==> src/rtl/hazard_scoreboard.sv <==
`default_nettype none
// +--------------------------------------------------------------------------+
// | hazard_scoreboard: shift-register scoreboard that stalls decode on RAW    |
// | hazards. Optional stall counter under HAZARD_STATS_EN.  Rev 1.0           |
// +--------------------------------------------------------------------------+
module hazard_scoreboard #(
  parameter int PIPE_DEPTH = 3,
  parameter int WB_BYPASS  = 0,
  parameter int REG_BITS   = 5
) (
  input  logic                clk,
  input  logic                rst,
  input  logic [5:0]          opcode_step_2,
  input  logic [REG_BITS-1:0] rs_step_2,
  input  logic [REG_BITS-1:0] rt_step_2,
  input  logic [REG_BITS-1:0] rd_step_2,
  input  logic                valid_step_2,
  input  logic                flush,
`ifdef HAZARD_STATS_EN
  input  logic                stats_clr,
  output logic [15:0]         stall_count,
`endif
  output logic                is_hazzard,
  output logic                bubble_step_3,
  output logic [REG_BITS-1:0] wnum_step_5,
  output logic                wvalid_step_5
);

  localparam logic [5:0] c_op_rtype = 6'b000000;
  localparam logic [5:0] c_op_addi  = 6'b001000;
  localparam logic [5:0] c_op_lw    = 6'b100011;
  localparam logic [5:0] c_op_sw    = 6'b101011;
  localparam logic [5:0] c_op_beq   = 6'b000100;

  // With bypass, the writeback slot's result reaches decode in the same cycle.
  localparam int CMP_SLOTS = (WB_BYPASS != 0) ? PIPE_DEPTH - 1 : PIPE_DEPTH;

  logic                                 dec_writes;
  logic                                 dec_use_rs;
  logic                                 dec_use_rt;
  logic [REG_BITS-1:0]                  dec_dest;
  logic                                 src_match;
  logic                                 accept;
  logic                                 load_valid;

  logic [PIPE_DEPTH-1:0]                slot_valid_q, slot_valid_d;
  logic [PIPE_DEPTH-1:0][REG_BITS-1:0]  slot_dest_q, slot_dest_d;
  logic                                 bubble_q, bubble_d;

  always_comb begin
    dec_writes = 1'b0;
    dec_use_rs = 1'b0;
    dec_use_rt = 1'b0;
    dec_dest   = '0;
    case (opcode_step_2)
      c_op_rtype: begin
        dec_writes = 1'b1;
        dec_dest   = rd_step_2;
        dec_use_rs = 1'b1;
        dec_use_rt = 1'b1;
      end
      c_op_addi, c_op_lw: begin
        dec_writes = 1'b1;
        dec_dest   = rt_step_2;
        dec_use_rs = 1'b1;
      end
      c_op_sw, c_op_beq: begin
        dec_use_rs = 1'b1;
        dec_use_rt = 1'b1;
      end
      default: ;
    endcase
  end

  always_comb begin
    src_match = 1'b0;
    for (int i = 0; i < PIPE_DEPTH; i++) begin
      if (i < CMP_SLOTS && slot_valid_q[i]) begin
        if (dec_use_rs && (rs_step_2 != '0) && (slot_dest_q[i] == rs_step_2))
          src_match = 1'b1;
        if (dec_use_rt && (rt_step_2 != '0) && (slot_dest_q[i] == rt_step_2))
          src_match = 1'b1;
      end
    end
  end

  // Flush outranks the hazard: a killed instruction never stalls.
  always_comb begin
    is_hazzard  = valid_step_2 & ~flush & src_match;
    accept      = valid_step_2 & ~flush & ~src_match;
    load_valid  = accept & dec_writes & (dec_dest != '0);
    slot_valid_d = {slot_valid_q[PIPE_DEPTH-2:0], load_valid};
    slot_dest_d  = {slot_dest_q[PIPE_DEPTH-2:0], (load_valid ? dec_dest : {REG_BITS{1'b0}})};
    bubble_d     = ~accept;
  end

  always_ff @(posedge clk or posedge rst) begin
    if (rst) begin
      slot_valid_q <= '0;
      slot_dest_q  <= '0;
      bubble_q     <= 1'b1;
    end else begin
      slot_valid_q <= slot_valid_d;
      slot_dest_q  <= slot_dest_d;
      bubble_q     <= bubble_d;
    end
  end

  assign bubble_step_3 = bubble_q;
  assign wvalid_step_5 = slot_valid_q[PIPE_DEPTH-1];
  assign wnum_step_5   = slot_valid_q[PIPE_DEPTH-1] ? slot_dest_q[PIPE_DEPTH-1] : '0;

`ifdef HAZARD_STATS_EN
  logic [15:0] stall_count_q, stall_count_d;

  always_comb begin
    stall_count_d = stall_count_q;
    if (stats_clr)
      stall_count_d = 16'h0000;
    else if (is_hazzard && (stall_count_q != 16'hFFFF))
      stall_count_d = stall_count_q + 16'h0001;
  end

  always_ff @(posedge clk or posedge rst) begin
    if (rst) stall_count_q <= 16'h0000;
    else     stall_count_q <= stall_count_d;
  end

  assign stall_count = stall_count_q;
`endif

endmodule
`default_nettype wire

==> config.mk <==
export PLATFORM = sky130hd
export DESIGN_NAME = hazard_scoreboard
export DESIGN_NICKNAME = d
export VERILOG_FILES = /design/src/rtl/hazard_scoreboard.sv
export SDC_FILE = /design/constraint.sdc
export NUM_CORES = 1
export LEC_CHECK = 0
export ABC_AREA = 1
export BUFFER_PORTS_ARGS = -buffer_cell sky130_fd_sc_hd__buf_4
export CAP_MARGIN = 40
export CORE_MARGIN = 5
export CORE_UTILIZATION = 55
export DETAILED_ROUTE_END_ITERATION = 10
export MAX_ROUTING_LAYER = met4
export PLACE_DENSITY = 0.9
export SETUP_SLACK_MARGIN = 0.2
export SYNTH_ARGS = -nofsm -noshare
export SYNTH_HDL_FRONTEND = slang
export SYNTH_SLANG_ARGS = --single-unit
==> constraint.sdc <==
create_clock -name clk -period 2.4 [get_ports clk]
set_input_delay 0 -clock clk [delete_from_list [all_inputs] [get_ports clk]]
set_output_delay 0 -clock clk [all_outputs]
set_load 0.05 [all_outputs]
# After elaboration in Yosys (flattened, before gate mapping)
# Index checks and enable logic that the tools add are counted.
[word_totals]
reg_bits = 19
in_bits = 25
output_inout_bits = 8
elab_cells = 54
[op_classes]
n_eq_ne = 10
n_mux = 15
n_bitwise = 8
n_reduce_logical = 16
[ops]
columns = ["cell", "n"]
rows = [
  ["5-bit == test", 6],
  ["5-bit nonzero test", 3],
  ["6-bit == test (second input constant)", 2],
  ["1-bit 2-to-1 mux", 12],
  ["5-bit 2-to-1 mux", 2],
  ["5-bit case mux with 2 select lines", 1],
  ["1-bit logical AND", 8],
  ["6-bit by 3-bit == test with 1-bit output (second input constant)", 1],
  ["6-bit by 4-bit == test with 1-bit output (second input constant)", 1],
  ["6-bit zero test", 1],
  ["3-bit OR reduction", 2],
  ["1-bit bitwise AND", 5],
  ["5-bit OR reduction", 1],
  ["1-bit NOT", 3],
  ["2-bit OR reduction", 1],
]

# Logic depth before layout (Yosys ltp)
[depth]
ltp_word = 19
mapped_depth = 13
ltp_nobuf = 13

# Least setup slack after synthesis
# No wires, ideal clock.
[synth_timing]
path_kind = "reg2out"
start = "reg slot_valid_q[2]"
end = "out is_hazzard"
arrival_ps = 1356
required_time_ps = 2400
slack_ps = 1044
stages_incl_launch_ff = 4
path_buffers = 0
cell_sequence = "dfrtp_1 -> a21boi_2 -> o21ai_0 -> inv_1"
[synth_between]
elab_chain_cells = 2
[synth_rtl]
columns = ["element", "line_no", "text"]
rows = [
  ["from (decl)", "46", "logic [PIPE_DEPTH-1:0] slot_valid_q, slot_valid_d;"],
  ["from (signal assigned)", "103", "slot_valid_q <= slot_valid_d;"],
  ["1-bit 2-to-1 mux", "78", "if (i < CMP_SLOTS && slot_valid_q[i]) begin"],
  ["1-bit bitwise AND", "89", "is_hazzard = valid_step_2 & ~flush & src_match;"],
  ["to (decl)", "23", "output logic is_hazzard,"],
]
# Every way passes these cells.

# Worst setup path in the final report
[layout_timing]
start = "reg slot_dest_q[13] in the netlist's numbering"
end = "out is_hazzard"
[layout_between]
elab_chain_cells = 6
word_cells_on_any_way = 8
cone_classes = "eq/ne (2); mux (3); bitwise (1); reduce/logical (2)"
[layout_rtl]
columns = ["element", "line_no", "text"]
rows = [
  ["from (decl)", "47", "logic [PIPE_DEPTH-1:0][REG_BITS-1:0] slot_dest_q, slot_dest_d;"],
  ["from (signal assigned)", "104", "slot_dest_q <= slot_dest_d;"],
  ["5-bit == test", "79", "if (dec_use_rs && (rs_step_2 != '0) && (slot_dest_q[i] == rs_step_2))"],
  ["1-bit logical AND", "79", ""],
  ["1-bit 2-to-1 mux", "79", ""],
  ["1-bit 2-to-1 mux *", "81", "if (dec_use_rt && (rt_step_2 != '0) && (slot_dest_q[i] == rt_step_2))"],
  ["1-bit 2-to-1 mux *", "78", ""],
  ["1-bit bitwise AND *", "89", ""],
]
# Mark *: on every way between the ends. The rest lies on a longest branch, timed or not.

==> results.py <==
metrics = {
    "status": {
        "status": "finished, final reports clean",
    },
    "routing": {
        "dr.pass1.iters": 4,
        "top_layer": "met4",
        "drt_iter0_markers": 32,
        "met1_length_mm": 1.12,
        "drc": 0,
        "vias": 1180,
        "vias_per_cell": 5.06,
        "drtAntennaViolNets": 0,
        "wl_mm": 2.89,
        "dr_wl_met2_mm": 1.50,
        "post_drt_wl_per_cell_um": 12.4,
        "dr_wl_met3_um": 203,
    },
    "sta": {
        "finalSetupViolCount": 0,
        "worst_pin_slew_ps": 696,
        "rsz0062_at_grt": "false",
        "setup_tns_ps": 0,
        "fin_skew_ps": 7.94,
        "hold_ws_ps": 13.6,
        "finalMaxSlewViolations": 0,
        "finalHoldViolCount": 0,
        "fmax_mhz": 569,
        "min_period_over_period_pct": 73.2,
        "min_period_ps": 1760,
        "max_slew_margin_pct": 53.6,
    },
    "die": {
        "die_y_um": 57.9,
        "rows": 17,
        "die_w_um": 57.9,
        "dieArea_mm2": 0.00335,
        "start_util_pct": 57.6,
        "core_mm2": 0.00219,
        "ios": 33,
    },
    "worst_setup_path": {
        "slowest_stage": "dfrtp_1",
        "startpoint": "slot_dest_q[13]",
        "worstReg2RegStart": "slot_dest_d[14]",
        "crit_path_end": "is_hazzard",
        "crit_path_max_fanout": 3,
        "rrSetupSlack_ps": 940,
        "r2r_cells": 12,
        "critical_path_class": "reg -> out",
        "r2r_end": "slot_dest_d[8]",
        "cp.arrival_ps": 1760,
        "startpoint_type": "flip-flop",
        "end_kind": "output pin",
        "slowest_delay_ps": 430,
        "cp_cell_sequence": "xnor2_1, nand3_1, nor2_1, nand2_1, a21boi_2, o21ai_0, inv_1, buf_4",
        "worst_ep_required_time_ps": 2400,
    },
    "grt": {
        "antenna_found_initial": 0,
        "grt_max_degree": 20,
        "grt_pass1_wl_mm": 5.00,
        "grt_pass1_vias": 1188,
        "gr-usage-all-layers_pct": 20.0,
        "overflow": 0,
    },
    "hold_path": {
        "hold_path.class": "in -> reg",
    },
    "cts": {
        "root_buffer": "clkbuf_4",
        "tritoncts": "built",
        "clk_pin_slew_ps": 110,
        "cts-buffers-inserted": 3,
        "clock_sinks": 19,
        "clockBufferDepth": 2,
        "clk-insertion-delay-late_ps": 300,
        "htree_levels": 1,
    },
    "logic_synthesis": {
        "yosys_register_bits": 19,
        "avgSynthCellArea_um2": 7.38,
        "syn-num-nets": 196,
        "yosysWarnings": 0,
        "yosysSeqAreaShare_pct": 37.8,
        "synthCells": 171,
        "syn-cell-area_mm2": 0.00126,
        "ys_types": 18,
    },
    "finish": {
        "mostFrequentLayoutCell": "nand2_1",
        "insertedDiodeCount": 0,
        "final_cell_area_mm2": 0.00155,
        "drive_gt1_share_pct": 28.3,
        "final_nets": 231,
        "final_cell_mix": "45 x nand2_1, 32 x buf_4, 23 x xnor2_1",
        "syn2layout_area_growth_pct": 23.0,
    },
    "placement": {
        "io_buffer_count": 32,
        "dp_hpwl_mm": 2.40,
        "gp_congestion": 0.920,
        "post_dp_cell_area_mm2": 0.00150,
    },
    "power": {
        "cellPowerDensity_mw_per_mm2": 388,
        "ir_drop_mv": 0.261,
        "p_leak_nw": 0.810,
        "fin_total_pwr_mw": 0.602,
    },
    "flow_run": {
        "max_cap_viol_count": 0,
    },
}
worst max-delay path: cells and delay by family (launching register included):
family                    cells  cell delay [ps]
AOI/OAI and AO/OA             2              280
and+or+nand+nor               3              310
xor gates and xnor gates      1              160
DFF                           1              430
buffers and inverters         2              260
per-layer routing:
layer / global-route usage (%) / up-vias
li1: - / 582
met1: 21.7 / 543
met2: 36.1 / 48
met3: 2.23 / 7
met4: 9.60 / 0
met5: - / -
power by group:
part	internal [mW]	switching, mW	total [mW]
logic	0.0543	0.0611	0.115
clock network	0.0622	0.0989	0.161
registers	0.323	0.00219	0.325
synthesized netlist by cell type:
cell | number | area [µm²]
o21ai_1 | 1 | 5.00
nand2_1 | 45 | 169
nor2_1 | 17 | 63.8
dfrtp_1 | 18 | 450
inv_1 | 21 | 78.8
a22oi_1 | 3 | 22.5
a21boi_2 | 1 | 11.3
xnor2_1 | 23 | 201
nand2_2 | 6 | 37.5
nand4_1 | 1 | 6.26
nor2_2 | 7 | 43.8
inv_2 | 6 | 22.5
dfstp_2 | 1 | 26.3
o21ai_0 | 1 | 5.00
buf_6 | 2 | 22.5
buf_2 | 2 | 10.0
nand3_1 | 15 | 75.1
nand3_2 | 1 | 10.0
worst min-delay path by stage:
stage,from,to,depth (start not counted)
CTS,rd_step_2[0],slot_dest_d[5],3
floorplan,rst,slot_dest_d[10],1
global placement,rst,slot_valid_q[2],2
detailed placement,rst,slot_valid_q[2],2
global route,rd_step_2[1],slot_dest_d[6],3
finish,rd_step_2[0],slot_dest_d[5],3
kinds of logic after synthesis:
kind of cell,Yosys count,share of synthesized area [%]
AO/OA/AOI/OAI,6,3.47
XOR/XNOR,23,16.0
buffers and inverters,31,10.6
flip-flops,19,37.8
AND/OR/NAND/NOR,92,32.1
registers in the layout, indices dropped and copies added (netlist names):
signal         count
bubble_step_3      1
slot_dest_q        5
slot_valid_q       3
slot_dest_d       10
per-stage QoR:
| step | worst slack (ps) | utilization, % | instances |
|---|---|---|---|
| 2_1_floorplan | 1040 | - | 171 |
| 3_3_place_gp | 1020 | 68.6 | 227 |
| 3_5_place_dp | 962 | 68.6 | 227 |
| 4_1_cts | 658 | 70.8 | 233 |
| 5_1_grt | 505 | 70.8 | 233 |
| 6_report | 644 | 70.8 | 233 |
repair_timing:
| action | in CTS | in global routing |
|---|---|---|
| setup buffers | 0 | 0 |
| endpoints found under the hold margin | 19 | 0 |
| gates resized for setup | 0 | 0 |
| hold buffers | 2 | 0 |
layout make-up:
class | instances | area [µm²]
clock inverters | 1 | 5.00
flip-flops and latches | 19 | 477
multi-input cells | 121 | 651
fillers | 170 | 639
well taps | 28 | 35.0
repair buffers | 34 | 260
inverters | 27 | 101
clock buffers | 3 | 22.5
Note: power is estimated with default switching activity, not from simulation.
